## config.mk

```make
export PLATFORM = sky130hd
export DESIGN_NAME = unidade_busca
export DESIGN_NICKNAME = d
export VERILOG_FILES = /design/src/rtl/unidade_busca.sv
export SDC_FILE = /design/constraint.sdc
export NUM_CORES = 1
export LEC_CHECK = 0
export CAP_MARGIN = 20
export CORE_ASPECT_RATIO = 0.7
export CORE_UTILIZATION = 37
export CTS_CLUSTER_SIZE = 20
export DETAILED_ROUTE_END_ITERATION = 10
export HOLD_SLACK_MARGIN = 0.05
export PLACE_DENSITY = 0.88
export SYNTH_ARGS = -nofsm -noshare
export SYNTH_HDL_FRONTEND = slang
export SYNTH_SLANG_ARGS = --single-unit
```

## constraint.sdc

```tcl
create_clock -name clock -period 2.1 [get_ports clock]
set_input_delay 0.42 -clock clock [delete_from_list [all_inputs] [get_ports clock]]
set_output_delay 0.42 -clock clock [all_outputs]
set_load 0.02 [all_outputs]
```

## src/rtl/unidade_busca.sv

```systemverilog
// unidade_busca: instruction-fetch unit (PC register, memory request/ack, decode valid/stall handshake).
// Optional CONTADOR_BUSCAS_EN adds the num_buscas fetch counter output.
module unidade_busca #(
    parameter int                 LARGURA    = 32,
    parameter logic [LARGURA-1:0] PC_INICIAL = '0
) (
    input  logic               clock,
    input  logic               resetn,
    input  logic               habilita,
    input  logic               desvio,
    input  logic [LARGURA-1:0] alvo_desvio,
    input  logic               parada,
    output logic               mem_req,
    output logic [LARGURA-1:0] mem_endereco,
    input  logic               mem_pronto,
    input  logic [LARGURA-1:0] mem_dado,
    output logic [LARGURA-1:0] instrucao,
    output logic               instr_valida,
    output logic [LARGURA-1:0] pc_atual,
    output logic [LARGURA-1:0] pc_mais4
`ifdef CONTADOR_BUSCAS_EN
   ,output logic [31:0]        num_buscas
`endif
);
    typedef enum logic [1:0] {OCIOSO, REQUISITA, ENTREGA} estado_t;
    estado_t            estado_q, estado_d;
    logic [LARGURA-1:0] pc_q, pc_d, instr_q, instr_d;
    logic               valida_q, valida_d;
    assign mem_req      = (estado_q == REQUISITA);
    assign mem_endereco = pc_q;
    assign pc_atual     = pc_q;
    assign pc_mais4     = pc_q + LARGURA'(4);
    assign instrucao    = instr_q;
    assign instr_valida = valida_q;
    always_comb begin
        estado_d = estado_q;
        pc_d     = pc_q;
        instr_d  = instr_q;
        valida_d = valida_q;
        // redirect wins over everything, including an ack in the same cycle
        if (desvio) begin
            pc_d     = alvo_desvio & ~LARGURA'(3);
            valida_d = 1'b0;
            estado_d = habilita ? REQUISITA : OCIOSO;
        end else begin
            case (estado_q)
                OCIOSO: if (habilita) estado_d = REQUISITA;
                REQUISITA: if (mem_pronto) begin
                    instr_d  = mem_dado;
                    valida_d = 1'b1;
                    pc_d     = pc_mais4;
                    estado_d = ENTREGA;
                end
                ENTREGA: if (!parada) begin
                    valida_d = 1'b0;
                    estado_d = habilita ? REQUISITA : OCIOSO;
                end
                default: estado_d = OCIOSO;
            endcase
        end
    end
    always_ff @(posedge clock or negedge resetn) begin
        if (!resetn) begin
            estado_q <= OCIOSO;
            pc_q     <= PC_INICIAL;
            instr_q  <= '0;
            valida_q <= 1'b0;
        end else begin
            estado_q <= estado_d;
            pc_q     <= pc_d;
            instr_q  <= instr_d;
            valida_q <= valida_d;
        end
    end
`ifdef CONTADOR_BUSCAS_EN
    logic [31:0] num_q;
    assign num_buscas = num_q;
    always_ff @(posedge clock or negedge resetn) begin
        if (!resetn) num_q <= '0;
        else if (valida_d && !valida_q) num_q <= num_q + 32'd1;
    end
`endif
endmodule

```

==> results of run 1 <==
==> power breakdown <==
part,internal [mW],switching (mW),total (mW)
Sequential,1.51,0.167,1.68
Combinational,1.18,1.18,2.35
Clock,0.826,0.585,1.41
Total,3.51,1.93,5.44
==> per-layer routing <==
layer  global-route usage  vias up
li1                     -     1930
met1                0.339     2217
met2                0.478      304
met3               0.0843       76
met4                0.111        0
met5                    0        -
==> final cells by class <==
| cell class | count | area (um2) |
|---|---|---|
| Timing Repair Buffer | 306 | 2870 |
| Sequential cell | 65 | 1650 |
| Inverter | 4 | 15.0 |
| Fill cell | 633 | 2670 |
| Multi-Input combinational cell | 281 | 2340 |
| Tap cell | 128 | 160 |
| Clock buffer | 11 | 243 |
| Clock inverter | 5 | 31.3 |
==> worst paths after layout <==
path                                               from                           end  slack (ns)  depth (start not counted)
min in group clock            instrucao[12]$_DFFE_PN0P_     instrucao[12]$_DFFE_PN0P_        0.51                          1
max                         mem_endereco[9]$_DFFE_PN0P_                  pc_mais4[21]       -0.56                          9
min                                              resetn     instrucao[20]$_DFFE_PN0P_        0.09                          2
max reg2reg                mem_endereco[13]$_DFFE_PN0P_  mem_endereco[17]$_DFFE_PN0P_       -0.13                          8
min reg2reg                   instrucao[12]$_DFFE_PN0P_     instrucao[12]$_DFFE_PN0P_        0.51                          1
max in group asynchronous                        resetn  mem_endereco[21]$_DFFE_PN0P_        1.70                          2
==> state kept, by name, summed over array words and instances (netlist names) <==
name,count
estado_q,2
mem_endereco,30
instr_valida,1
instrucao,32
==> repair_timing <==
item	in CTS	in global routing
endpoints found under the hold margin	0	0
setup endpoints to repair	35	42
gates resized for setup	177	76
hold buffers	0	0
buffers inserted	7	14
pin swaps	9	43
==> kinds of logic after synthesis <==
logic type,count (synthesis)
xor+xnor,40
buf+inv,68
other cells,1
flops,65
compound gates,51
simple gates,149
mux,34
fa+ha+maj,1
==> synth_stat cells <==
| cell type | count | area share |
|---|---|---|
| a211o_1 | 1 | 0.0022 |
| a21oi_1 | 5 | 0.0064 |
| a2bb2oi_1 | 1 | 0.0022 |
| a31o_2 | 1 | 0.0022 |
| a31oi_1 | 13 | 0.021 |
| and2_1 | 1 | 0.0016 |
| and3_1 | 1 | 0.0016 |
| and3b_1 | 1 | 0.0022 |
| and4_1 | 6 | 0.013 |
| buf_1 | 1 | 0.00096 |
| buf_2 | 8 | 0.010 |
| buf_4 | 37 | 0.071 |
| clkbuf_1 | 17 | 0.016 |
| clkbuf_2 | 1 | 0.0013 |
| conb_1 | 1 | 0.00096 |
| dfrtp_1 | 65 | 0.42 |
| ha_1 | 1 | 0.0032 |
| inv_1 | 4 | 0.0038 |
| mux2_2 | 32 | 0.092 |
| mux2i_1 | 2 | 0.0051 |
| nand2_1 | 35 | 0.034 |
| nand3_1 | 12 | 0.015 |
| nand3_2 | 1 | 0.0026 |
| nand3_4 | 1 | 0.0045 |
| nand3b_1 | 4 | 0.0077 |
| nand4_1 | 18 | 0.029 |
| nand4_2 | 1 | 0.0032 |
| nand4b_1 | 1 | 0.0022 |
| nor2_1 | 30 | 0.029 |
| nor2b_1 | 1 | 0.0016 |
| nor3_1 | 7 | 0.0090 |
| nor4_1 | 8 | 0.013 |
| nor4_2 | 1 | 0.0032 |
| nor4b_1 | 1 | 0.0022 |
| o211ai_1 | 1 | 0.0019 |
| o21a_1 | 1 | 0.0019 |
| o21ai_0 | 20 | 0.026 |
| o31ai_1 | 8 | 0.015 |
| or3_1 | 6 | 0.0096 |
| or4_1 | 12 | 0.023 |
| or4_4 | 1 | 0.0029 |
| xnor2_1 | 25 | 0.056 |
| xor2_1 | 15 | 0.034 |
==> run_results.csv, run 1 <==
group,metric,value,unit
synth,synth-seq-area-share,0.416,
sta,setup_viol,28,
final_layout,layout_commonest_cell,"clkdlybuf4s50_1",
synth,synth.avg_cell_area,9.55,um2
run_status,status,"finished, violations left",
route,post_drt_wl_per_cell,20.8,um
final_layout,final_cells,800,
clocking,worstSkewPairLatency,0.35,ns
floorplan,ioPinCount,200,
grt,grt_pass1_wl,23.5,mm
critical_path,worstPathArrival,2.24,ns
final_layout,final_util,0.732,
route,first_pass_iters,8,
route,routed.top_layer,"met4",
synth,postSynthCellCount,409,
route,routedLengthMet1,6.46,mm
route,postRouteAntennaNets,0,
power_and_ir_drop,power.density,744,nW/um2
sta,fmax,376,MHz
final_layout,area.growth.synth_to_final,87.1,%
synth,synth_cell_type_count,43,
sta,final.setup.tns,-8.54,ns
critical_path,path_buf_inv,5,
critical_path,cp-end-kind,"output port",
synth,yosys.area_share.xor_xnor,0.0897,
route,viasPerCell,5.66,
power_and_ir_drop,vdd_drop_max,0.491,mV
sta,slew_viol_final,0,
final_layout,nNetsFinal,738,
power_and_ir_drop,p_leak,3.10,nW
floorplan,die_w,125,um
flow_run,cap_violations,0,
clocking,cts_tree,"done",
critical_path,path_class,"reg2out",
grt,first_global_vias,4396,
sta,whs,0.0884,ns
grt,grt_overflow,0,
placement,hpwl,10.6,mm
synth,synth_area,3910,um2
synth,synth-seq-cells,65,
final_layout,final_area,7310,um2
route,num_vias,4527,
critical_path,cp-start-kind,"register",
route,routed-wl-met2,8.10,mm
grt,antenna_found_initial,0,
critical_path,cp_cell_sequence,"buf_6, nand4_1, buf_4, nor4_4, buf_4, buf_6, nand2_2, xnor2_1, buf_4",
route,drt_iter0_markers,342,
clocking,h-tree-depth,3,
critical_path,cp_common_cell,"buf_4",
sta,worst_slack,-0.559,ns
grt,grt_max_degree,66,
critical_path,cpPeakStageDelay,0.42,ns
critical_path,crit_fanout,4,
floorplan,dieArea,11000,um2
synth,synth_fa_ha_area_frac,0.00320,
placement,io_buffers,191,
sta,hold_viol,0,
clocking,clk_pin_slew,0.06,ns
floorplan,start_util,0.391,
synth,synth_simple_gate_area_share,0.210,
power_and_ir_drop,total_power,5.44,mW
sta,rsz0062_at_grt,"yes",
route,drc,20,
final_layout,drive_gt1_frac,0.403,
critical_path,cpLargestDelayFamily,"buffers and inverters",
synth,yosys_warnings,0,
sta,finalCriticalPeriod,2.66,ns
final_layout,final_cell_mix,"clkdlybuf4s50_1, buf_4, dfrtp_1, mux2_2",
clocking,cts_made_buffers,9,
placement,dp_slack,-0.670,ns
final_layout,antenna_cells,0,
critical_path,crit_slowest_cell,"dfrtp_2",
synth,synth_compound_area_frac,0.0788,
placement,placed_cell_area,6440,um2
floorplan,die_height,88.0,um
sta,timing.slew.headroom,0.625,
clocking,root_buffer,"clkbuf_16",
placement,post-place-cells,763,
grt,track_usage,0.280,
run_status,violations,"design-rule violations, negative setup slack",
floorplan,num_rows,30,
floorplan,coreArea,9980,um2
sta,final.period_utilization,1.27,
route,dr_wl_met3,1.45,mm
synth,muxShareOfSynthArea,0.0973,
clocking,clock-sinks,65,
critical_path,worstPathRequired,1.68,ns
sta,worst_slew_pin_slew,0.558,ns
synth,synth_top_family_by_area,"simple AND/OR/NAND/NOR gates",
placement,gp_congestion,0.921,
sta,finClkSkew,0.0106,ns
clocking,clk_path_buf_depth,2,
worst_hold_path,hp-class,"in2async",
route,totalWireLength,16.7,mm
Power figures use the tool's default switching activity.
==> run 2, diff against run 1 <==
Settings changed: SLEW_MARGIN set to 20.
==> results of run 2 <==
Final layout, timing and power as in run 1 (identical DEF).
==> run 3, diff against run 2 <==
Settings changed: CELL_PAD_IN_SITES_DETAIL_PLACEMENT set to 0, CELL_PAD_IN_SITES_GLOBAL_PLACEMENT set to 1, CORE_UTILIZATION 37 to 26, PLACE_DENSITY 0.88 to 0.87.
==> run_results.csv, run 3 (same netlist as run 1, synthesis figures left out) <==
group,metric,value,unit
critical_path,crit-reg2reg-launch,"mem_endereco[6]$_DFFE_PN0P_",
power_and_ir_drop,power_switching,1.86,mW
floorplan,coreArea,14700,um2
sta,slew_viol_final,0,
clocking,clock-sinks,65,
route,totalWireLength,15.6,mm
floorplan,ioPinCount,200,
critical_path,cp_cell_sequence,"nand3_1, or4_4, or4_4, xnor2_4, buf_6",
route,postRouteAntennaNets,0,
clocking,h-tree-depth,3,
grt,antenna_found_initial,0,
critical_path,path_class,"reg2out",
placement,gp_congestion,0.898,
critical_path,cpPeakStageDelay,0.51,ns
route,routedLengthMet1,6.57,mm
route,num_vias,4263,
grt,grt_pass1_wl,23.6,mm
sta,finClkSkew,0.00913,ns
floorplan,dieArea,15500,um2
power_and_ir_drop,p_int,3.67,mW
sta,final.period_utilization,1.22,
flow_run,cap_violations,0,
final_layout,largest_reg_flops,32,
sta,finalCriticalPeriod,2.55,ns
clocking,clk_pin_slew,0.06,ns
floorplan,die_w,149,um
grt,grt_overflow,0,
critical_path,crit_slowest_cell,"or4_4",
run_status,status,"finished, violations left",
route,first_pass_iters,5,
power_and_ir_drop,power_frac_clock,0.277,
critical_path,worstPathArrival,2.13,ns
critical_path,cp-start-kind,"register",
placement,io_buffers,191,
critical_path,cp-startpoint,"mem_endereco[8]$_DFFE_PN0P_",
route,routed-wl-met2,7.35,mm
clocking,clk_path_buf_depth,2,
route,viasPerCell,4.90,
clocking,cts_tree,"done",
clocking,cts_made_buffers,9,
floorplan,num_rows,37,
power_and_ir_drop,combPwrFrac,0.419,
sta,whs,0.504,ns
sta,worst_slack,-0.454,ns
power_and_ir_drop,power.density,742,nW/um2
placement,hpwl,11.3,mm
final_layout,final_cell_mix,"clkdlybuf4s50_1, buf_4, dfrtp_1, buf_6, mux2_2",
power_and_ir_drop,power.share.sequential,0.304,
route,post_drt_wl_per_cell,17.9,um
route,drt_iter0_markers,293,
power_and_ir_drop,vdd_drop_max,0.390,mV
clocking,root_buffer,"clkbuf_16",
grt,track_usage,0.199,
route,dr_wl_met3,1.23,mm
floorplan,start_util,0.266,
critical_path,cp_common_cell,"or4_4",
route,routed.top_layer,"met4",
sta,fmax,392,MHz
final_layout,final_cells,870,
grt,first_global_vias,4339,
final_layout,nNetsFinal,741,
final_layout,layout_commonest_cell,"clkdlybuf4s50_1",
critical_path,cp-end-kind,"output port",
floorplan,die_height,105,um
power_and_ir_drop,p_leak,3.15,nW
final_layout,antenna_cells,0,
sta,rsz0062_at_grt,"yes",
run_status,violations,"negative setup slack",
sta,setup_viol,25,
sta,hold_viol,0,
worst_hold_path,hp-class,"reg2reg",
critical_path,crit_fanout,2,
final_layout,drive_gt1_frac,0.394,
worst_hold_path,min_from,"instrucao[10]$_DFFE_PN0P_",
final_layout,final_util,0.508,
sta,final.setup.tns,-5.83,ns
critical_path,worstPathRequired,1.68,ns
grt,grt_max_degree,33,
power_and_ir_drop,swShare,0.337,
final_layout,nFillCells,1270,
final_layout,area.growth.synth_to_final,90.6,%
clocking,worstSkewPairLatency,0.33,ns
placement,post-place-cells,827,
route,drc,0,
==> run 3: layer usage <==
layer	up-vias	GRT usage
met4	0	0.0832
li1	1939	-
met1	2099	0.247
met3	39	0.0611
met2	186	0.318
met5	-	0
==> run 3: path summary, 6_finish.rpt <==
kind	to	slack (ns)	depth (start not counted)
setup reg to reg	mem_endereco[29]$_DFFE_PN0P_	-0.02	6
max in group asynchronous	instrucao[19]$_DFFE_PN0P_	0.79	4
setup / recovery	pc_mais4[24]	-0.45	5
min in group asynchronous	mem_endereco[20]$_DFFE_PN0P_	0.58	2
hold reg to reg	instrucao[10]$_DFFE_PN0P_	0.50	1
hold / removal	instrucao[10]$_DFFE_PN0P_	0.50	1
==> run 3: cell type report <==
| type | count | area (um2) | share of cell area |
|---|---|---|---|
| clock buffer | 12 | 256 | 0.0344 |
| multi-input combinational | 281 | 2300 | 0.309 |
| inverter | 4 | 15.0 | 0.00202 |
| sequential | 65 | 1650 | 0.221 |
| clock inverter | 4 | 51.3 | 0.00689 |
| tap | 195 | 244 | 0.0328 |
| timing repair buffer | 309 | 2930 | 0.393 |
==> run 3: worst max-delay path, delay by kind of cell (launching register included) <==
kind,cells,cell delay (ns)
simple gates,3,1.11
flops,1,0.39
xor+xnor,1,0.15
buf+inv,1,0.13
==> run 3: stage by stage <==
stage / setup slack [ns] / power (mW) / cell area, um2
4_1_cts: -0.475 / 5.51 / 7200
3_5_place_dp: -0.652 / 3.89 / 6500
3_3_place_gp: -0.660 / 3.84 / 6500
6_report: -0.454 / 5.53 / 7450
5_1_grt: -0.507 / 5.77 / 7450
2_1_floorplan: -0.415 / 2.77 / 4080
==> run 3: timing repair <==
| action | CTS | global route |
|---|---|---|
| hold buffers | 1 | 0 |
| pin swaps | 34 | 33 |
| hold endpoints to repair | 15 | 0 |
| cloned | 0 | 0 |
| gates resized for setup | 193 | 49 |
| buffers inserted | 19 | 9 |
| setup endpoints to repair | 36 | 38 |
==> run 3: power by group through the flow <==
stage | combinational, mW | sequential, mW | clock, mW
detailed placement | 2.20 | 1.69 | 0
global route | 2.42 | 1.71 | 1.63
global placement | 2.16 | 1.67 | 0
CTS | 2.26 | 1.68 | 1.57
floorplan | 0.754 | 2.01 | 0
finish | 2.32 | 1.68 | 1.53
